[src/rtl/mem_ctrl_pkg.sv]
// Shared definitions for the memory-controller / core-controller pair.
// Holds the memory command encodings, the core_ctrl state encodings,
// the default watchdog limit and the request payload seen by the
// memory controller.
package mem_ctrl_pkg;

    localparam int unsigned CMD_W = 3;
    localparam int unsigned LEN_W = 6;
    localparam int unsigned WD_W  = 8;
    localparam int unsigned ST_W  = 3;

    // Longest job the memory controller accepts (last word index).
    localparam logic [LEN_W-1:0] LEN_MAX          = LEN_W'(31);
    localparam logic [WD_W-1:0]  WD_LIMIT_DEFAULT = WD_W'(200);

    // Commands towards the memory controller.
    typedef enum logic [CMD_W-1:0] {
        CMD_IDLE  = 3'b000,
        CMD_STORE = 3'b100,
        CMD_NEXT  = 3'b010,
        CMD_PROC  = 3'b001
    } mc_cmd_e;

    // core_ctrl FSM states.
    typedef enum logic [ST_W-1:0] {
        ST_IDLE  = 3'd0,
        ST_STORE = 3'd1,
        ST_FETCH = 3'd2,
        ST_PROC  = 3'd3,
        ST_DONE  = 3'd4
    } cc_state_e;

    // Command plus latched job length, as presented to the memory controller.
    typedef struct packed {
        mc_cmd_e          cmd;
        logic [LEN_W-1:0] len;
    } mc_req_t;

    localparam mc_req_t MC_REQ_RESET = '{cmd: CMD_IDLE, len: '0};

    // Clamp a requested last-word index to the supported range.
    function automatic logic [LEN_W-1:0] sat_len(input logic [LEN_W-1:0] len);
        return (len > LEN_MAX) ? LEN_MAX : len;
    endfunction

endpackage : mem_ctrl_pkg

[src/rtl/cc_watchdog.sv]
// Wait-cycle watchdog for core_ctrl.
// Counts cycles while enabled; the count restarts whenever clear is high
// and stops at limit. expired flags an enabled count sitting at limit.
//
// Ports:
//   clk      in   clock, rising edge
//   reset    in   asynchronous, active-high reset
//   clear    in   restart the count (takes priority over enable)
//   enable   in   count this cycle
//   limit    in   expiry count
//   expired  out  enable && count == limit (combinational)
module cc_watchdog
    import mem_ctrl_pkg::*;
(
    input  logic            clk,
    input  logic            reset,
    input  logic            clear,
    input  logic            enable,
    input  logic [WD_W-1:0] limit,
    output logic            expired
);

    logic [WD_W-1:0] cnt_q;
    logic [WD_W-1:0] cnt_d;

    // Next count: clear wins, otherwise count up and park at limit.
    always_comb begin
        cnt_d = cnt_q;
        if (clear) begin
            cnt_d = '0;
        end else if (enable && (cnt_q != limit)) begin
            cnt_d = cnt_q + WD_W'(1);
        end
    end

    // Count register.
    always_ff @(posedge clk or posedge reset) begin
        if (reset) begin
            cnt_q <= '0;
        end else begin
            cnt_q <= cnt_d;
        end
    end

    // Expiry is only meaningful while the owner is actually waiting.
    assign expired = enable && (cnt_q == limit);

endmodule : cc_watchdog

[src/rtl/core_ctrl.sv]
// Core controller: sequences a job of cc_length+1 operand passes through
// the memory controller (store, fetch, process) and the processing units,
// with abort and a wait-cycle watchdog.
//
// Ports:
//   mc_clk             in   clock, rising edge
//   mc_reset           in   asynchronous, active-high reset
//   cc_start           in   start a job (accepted in IDLE only)
//   cc_length[5:0]     in   last word index of the job
//   cc_abort           in   abort the running job
//   mc_done            in   memory-controller step complete
//   mc_data_done       in   memory-controller end of memory
//   pu_done            in   processing units finished the operand pair
//   mc_data_contition  out  command to the memory controller
//   mc_data_length     out  latched (clamped) job length
//   pu_start           out  one-cycle pulse, operand pair valid
//   cc_busy            out  high in every state except IDLE
//   cc_finished        out  one-cycle pulse on normal job end
//   cc_error           out  sticky watchdog-expiry flag
module core_ctrl
    import mem_ctrl_pkg::*;
#(
    parameter logic [WD_W-1:0] WD_LIMIT = WD_LIMIT_DEFAULT
) (
    input  logic              mc_clk,
    input  logic              mc_reset,
    input  logic              cc_start,
    input  logic [LEN_W-1:0]  cc_length,
    input  logic              cc_abort,
    input  logic              mc_done,
    input  logic              mc_data_done,
    input  logic              pu_done,
    output logic [CMD_W-1:0]  mc_data_contition,
    output logic [LEN_W-1:0]  mc_data_length,
    output logic              pu_start,
    output logic              cc_busy,
    output logic              cc_finished,
    output logic              cc_error
);

    cc_state_e        state_q;
    cc_state_e        state_d;
    mc_req_t          req_q;
    mc_req_t          req_d;
    logic [LEN_W-1:0] pass_q;
    logic [LEN_W-1:0] pass_d;
    logic             pu_start_q;
    logic             pu_start_d;
    logic             busy_q;
    logic             busy_d;
    logic             fin_q;
    logic             fin_d;
    logic             err_q;
    logic             err_d;

    logic             abort_c;
    logic             wd_en_c;
    logic             wd_clr_c;
    logic             wd_exp_c;
    logic             last_pass_c;

    // Abort is only honoured while a job is running.
    assign abort_c     = cc_abort && (state_q != ST_IDLE);
    assign wd_en_c     = (state_q == ST_STORE) || (state_q == ST_FETCH) || (state_q == ST_PROC);
    assign wd_clr_c    = (state_d != state_q);
    assign last_pass_c = (pass_q == req_q.len) || mc_data_done;

    cc_watchdog u_watchdog (
        .clk     (mc_clk),
        .reset   (mc_reset),
        .clear   (wd_clr_c),
        .enable  (wd_en_c),
        .limit   (WD_LIMIT),
        .expired (wd_exp_c)
    );

    // State register.
    always_ff @(posedge mc_clk or posedge mc_reset) begin
        if (mc_reset) begin
            state_q <= ST_IDLE;
        end else begin
            state_q <= state_d;
        end
    end

    // Next-state logic; abort and watchdog expiry override every transition.
    always_comb begin
        state_d = state_q;
        if (abort_c || wd_exp_c) begin
            state_d = ST_IDLE;
        end else begin
            case (state_q)
                ST_IDLE:  if (cc_start) state_d = ST_STORE;
                ST_STORE: if (mc_done)  state_d = ST_FETCH;
                ST_FETCH: if (mc_done)  state_d = ST_PROC;
                ST_PROC:  if (pu_done)  state_d = last_pass_c ? ST_DONE : ST_FETCH;
                ST_DONE:  state_d = ST_IDLE;
                default:  state_d = ST_IDLE;
            endcase
        end
    end

    // Output and datapath next values, registered below.
    always_comb begin
        req_d      = req_q;
        pass_d     = pass_q;
        pu_start_d = 1'b0;
        fin_d      = 1'b0;
        err_d      = err_q;

        // Expiry flags an error even when an abort steals the transition.
        if (wd_exp_c) begin
            err_d = 1'b1;
        end

        if (abort_c || wd_exp_c) begin
            req_d.cmd = CMD_IDLE;
        end else begin
            case (state_q)
                ST_IDLE: begin
                    req_d.cmd = CMD_IDLE;
                    if (cc_start) begin
                        req_d.cmd = CMD_STORE;
                        req_d.len = sat_len(cc_length);
                        pass_d    = '0;
                        err_d     = 1'b0;
                    end
                end
                ST_STORE: begin
                    req_d.cmd = CMD_STORE;
                end
                ST_FETCH: begin
                    // Also turns the one-cycle NEXT command back into STORE.
                    req_d.cmd = CMD_STORE;
                    if (mc_done) begin
                        req_d.cmd  = CMD_PROC;
                        pu_start_d = 1'b1;
                    end
                end
                ST_PROC: begin
                    req_d.cmd = CMD_PROC;
                    if (pu_done) begin
                        if (last_pass_c) begin
                            req_d.cmd = CMD_IDLE;
                            fin_d     = 1'b1;
                        end else begin
                            // len is clamped to 31, so this never wraps.
                            req_d.cmd = CMD_NEXT;
                            pass_d    = pass_q + LEN_W'(1);
                        end
                    end
                end
                ST_DONE: begin
                    req_d.cmd = CMD_IDLE;
                end
                default: begin
                    req_d.cmd = CMD_IDLE;
                end
            endcase
        end

        busy_d = (state_d != ST_IDLE);
    end

    // Output and datapath registers.
    always_ff @(posedge mc_clk or posedge mc_reset) begin
        if (mc_reset) begin
            req_q      <= MC_REQ_RESET;
            pass_q     <= '0;
            pu_start_q <= 1'b0;
            busy_q     <= 1'b0;
            fin_q      <= 1'b0;
            err_q      <= 1'b0;
        end else begin
            req_q      <= req_d;
            pass_q     <= pass_d;
            pu_start_q <= pu_start_d;
            busy_q     <= busy_d;
            fin_q      <= fin_d;
            err_q      <= err_d;
        end
    end

    assign mc_data_contition = req_q.cmd;
    assign mc_data_length    = req_q.len;
    assign pu_start          = pu_start_q;
    assign cc_busy           = busy_q;
    assign cc_finished       = fin_q;
    assign cc_error          = err_q;

endmodule : core_ctrl

[config.mk]
export PLATFORM = sky130hd
export DESIGN_NAME = core_ctrl
export DESIGN_NICKNAME = d
export VERILOG_FILES = /design/src/rtl/mem_ctrl_pkg.sv /design/src/rtl/cc_watchdog.sv /design/src/rtl/core_ctrl.sv
export SDC_FILE = /design/constraint.sdc
export NUM_CORES = 1
export LEC_CHECK = 0
export BUFFER_PORTS_ARGS = -buffer_cell sky130_fd_sc_hd__buf_2
export CAP_MARGIN = 40
export CORE_MARGIN = 2
export CORE_UTILIZATION = 45
export DETAILED_ROUTE_END_ITERATION = 10
export PLACE_DENSITY = 0.64
export SLEW_MARGIN = 20
export SYNTH_ARGS = -nofsm -noshare
export SYNTH_HDL_FRONTEND = slang
export SYNTH_SLANG_ARGS = --single-unit
[constraint.sdc]
create_clock -name mc_clk -period 2.34 [get_ports mc_clk]
set_input_delay 0.585 -clock mc_clk [delete_from_list [all_inputs] [get_ports mc_clk]]
set_output_delay 0.585 -clock mc_clk [all_outputs]
set_load 0.05 [all_outputs]
==> impl_metrics.env <==
export IMPL_outcome="finished clean"
export IMPL_placed_cells_incl_taps=243
export IMPL_r2r_end="u_watchdog.cnt_q[6]"
export IMPL_num_io_pins=26
export IMPL_path_class="flop to flop"
export IMPL_synth_edf_count=0
export IMPL_syn_nets=188
export IMPL_grt_max_degree=31
export IMPL_synth_top_family_by_area="simple AND/OR/NAND/NOR gates"
export IMPL_synth_top_flop_cell="dfrtp_1"
export IMPL_arrival_ns=2.23
export IMPL_place_congestion=0.787
export IMPL_rsz0062_at_grt="no"
export IMPL_cts_root_buf="clkbuf_8"
export IMPL_crit_required_ns=2.54
export IMPL_n_antenna_cell=0
export IMPL_ctsResizeCount=0
export IMPL_timing_reg2reg_worst_path_depth=7
export IMPL_crit_path_start_kind="flop"
export IMPL_viasPerCell=5.32
export IMPL_dr_total_vias=1336
export IMPL_drc=0
export IMPL_gr_usage_met2_pct=32.3
export IMPL_cts_buffer_depth=2
export IMPL_synth_fa_ha_area_share_pct=2.27
export IMPL_io_buffers=25
export IMPL_dp_hpwl_um=2490
export IMPL_cts_tree="done"
export IMPL_hold_class="input port to async pin"
export IMPL_fp_dieH_um=64.6
export IMPL_rr_startpoint="u_watchdog.cnt_q[0]"
export IMPL_synthCells=172
export IMPL_worst_pin_slew_ns=0.521
export IMPL_r2r_slack_ns=0.32
export IMPL_use_met1_pct=22.4
export IMPL_fin_nets=218
export IMPL_h_tree_depth=2
export IMPL_drt_iter0_drc=69
export IMPL_overflow=0
export IMPL_die_w_um=64.6
export IMPL_hold_viol=0
export IMPL_cts_buffers_inserted=5
export IMPL_synth_area_leaders="dfrtp_1, xnor2_1, nand2_1"
export IMPL_final_util_pct=53.5
export IMPL_fin_area_um2=1930
export IMPL_drive_gt1_share_pct=22.7
export IMPL_yosys_area_share_xor_xnor_pct=6.90
export IMPL_drv_cap=0
export IMPL_post_dp_cell_area_um2=1840
export IMPL_yosys_warnings=0
export IMPL_timing_setup_tns_ns=0
export IMPL_register_area_um2=751
export IMPL_fillers=357
export IMPL_synth_top_area_share_pct=45.5
export IMPL_setup_slack_ns=0.315
export IMPL_coreArea_um2=3610
export IMPL_powerDensity_nw_per_um2=1010
export IMPL_grt_pass1_vias=1342
export IMPL_ant_nets=0
export IMPL_totalPowerFinal_mw=1.95
export IMPL_rows=22
export IMPL_synth_compound_area_share_pct=15.2
export IMPL_synth_area_per_cell_um2=9.59
export IMPL_fin_crit_sh_pct=86.5
export IMPL_clkLatencyLatePin_ns=0.28
export IMPL_routed_wl_um=3260
export IMPL_multi_input_area_um2=855
export IMPL_yosysSeqAreaShare_pct=45.5
export IMPL_max_slew_margin_pct=65.1
export IMPL_async_flop_share_pct=100
export IMPL_p_leak_nw=0.903
export IMPL_stdcell_count=251
export IMPL_yosys_area_top_type="dfrtp_1"
export IMPL_muxShareOfSynthArea_pct=2.58
export IMPL_ys_top_cells_by_count="dfrtp_1, nand2_1, nor2_1, xnor2_1, o21ai_0"
export IMPL_grt_pass1_wl_um=6010
export IMPL_dr_pass1_iters=4
export IMPL_gr_usage_met3_pct=4.86
export IMPL_ys_ff_latch=30
export IMPL_synth_area_um2=1650
export IMPL_dp_worst_setup_slack_ns=0.218
export IMPL_antenna_found_initial=0
export IMPL_yosysUniqueCellTypes=47
export IMPL_areaGrowthSynthToFinish_pct=17.0
export IMPL_path_max_fanout=10
export IMPL_wire_per_inst_um=13.0
export IMPL_cts_sinks=30
export IMPL_postCtsSetupRepairBufs=0
export IMPL_layout_min_cycle_time_ns=2.02
export IMPL_ir_drop_mv=0.427
export IMPL_grt_total_usage_pct=18.7
export IMPL_path_clk_slew_ns=0.06
export IMPL_clock_skew_final_ns=0.00419
export IMPL_grt_busiest_layer="met2"
export IMPL_slew_viol_final=0
export IMPL_whs_ns=0.371
export IMPL_initial_core_util_pct=45.8
export IMPL_synth_most_common_cell="dfrtp_1"
export IMPL_cts_hold_buf=0
export IMPL_timing_fmax_mhz=494
export IMPL_setup_violations=0
export IMPL_cp_end_kind="flop"
export IMPL_dieArea_um2=4170
export IMPL_yosys_area_share_simple_pct=24.9
-- flip-flops by register name (all words and copies together), names as in the netlist, 3 cells and up --
name               cells
mc_data_contition      3
mc_data_length         6
pass_q                 6
state_q                3
u_watchdog.cnt_q       8
-- layout make-up --
| cell class | instances | share of cell area (%) |
|---|---|---|
| clock buffer | 7 | 4.47 |
| clock inverter | 1 | 0.259 |
| inverter | 5 | 0.972 |
| multi-input combinational | 131 | 44.3 |
| sequential | 30 | 38.9 |
| tap | 48 | 3.11 |
| timing repair buffer | 29 | 8.04 |
-- cells by family after synthesis --
| group | Yosys count |
|---|---|
| xor gates and xnor gates | 13 |
| muxes | 4 |
| and+or+nand+nor | 77 |
| buffers and inverters | 11 |
| DFF | 30 |
| AOI/OAI and AO/OA | 34 |
| adders and majority gates | 3 |
-- placed cells by master (no fill, tap or decap), types with 2 or more instances in the layout --
cell type	Yosys	routed
nor3_1	3	3
nand3_1	5	5
and2_1	2	2
and3_1	6	6
o211ai_1	2	2
dfrtp_1	30	30
o21ba_2	3	3
mux2_2	2	2
nor2_1	15	15
nor2b_1	3	3
nand4_1	5	5
or3_1	3	3
mux2i_1	2	2
a211oi_1	2	2
or4_1	3	3
xor2_1	3	3
nand2b_1	5	5
a31oi_1	2	2
inv_1	5	5
o21ai_0	8	8
ha_1	3	3
nand2_1	20	20
buf_4	0	4
buf_2	3	25
xnor2_1	10	10
a21oi_1	4	4
clkbuf_8	0	6
-- worst max-delay path by stage --
| stage | startpoint | endpoint | slack, ns |
|---|---|---|---|
| 2_1_floorplan | u_watchdog.cnt_q[0] | u_watchdog.cnt_q[0] | 0.49 |
| 3_3_place_gp | cc_start | pass_q[0] | 0.25 |
| 3_5_place_dp | cc_start | pass_q[0] | 0.22 |
| 4_1_cts | u_watchdog.cnt_q[0] | u_watchdog.cnt_q[6] | 0.29 |
| 5_1_grt | state_q[1] | pass_q[0] | 0.13 |
| 6_report | u_watchdog.cnt_q[0] | u_watchdog.cnt_q[6] | 0.32 |
-- where the power goes --
group	internal, mW	total (mW)	switching, mW
Sequential	0.615	0.714	0.0989
Clock	0.236	0.412	0.176
Combinational	0.263	0.826	0.563
-- worst max-delay path, cell delays in order (launching register included) --
cell,delay (ns)
dfrtp_1,0.41
inv_1,0.07
ha_1,0.14
and4bb_4,0.28
a21oi_4,0.10
or3_1,0.31
a221o_1,0.47
nor2_1,0.16
-- routing by layer --
metal	vias up	wire [um]
met5	-	0
met4	0	42
met3	4	88
met2	15	1680
met1	644	1450
li1	673	-
Power figures use the tool's default switching activity.
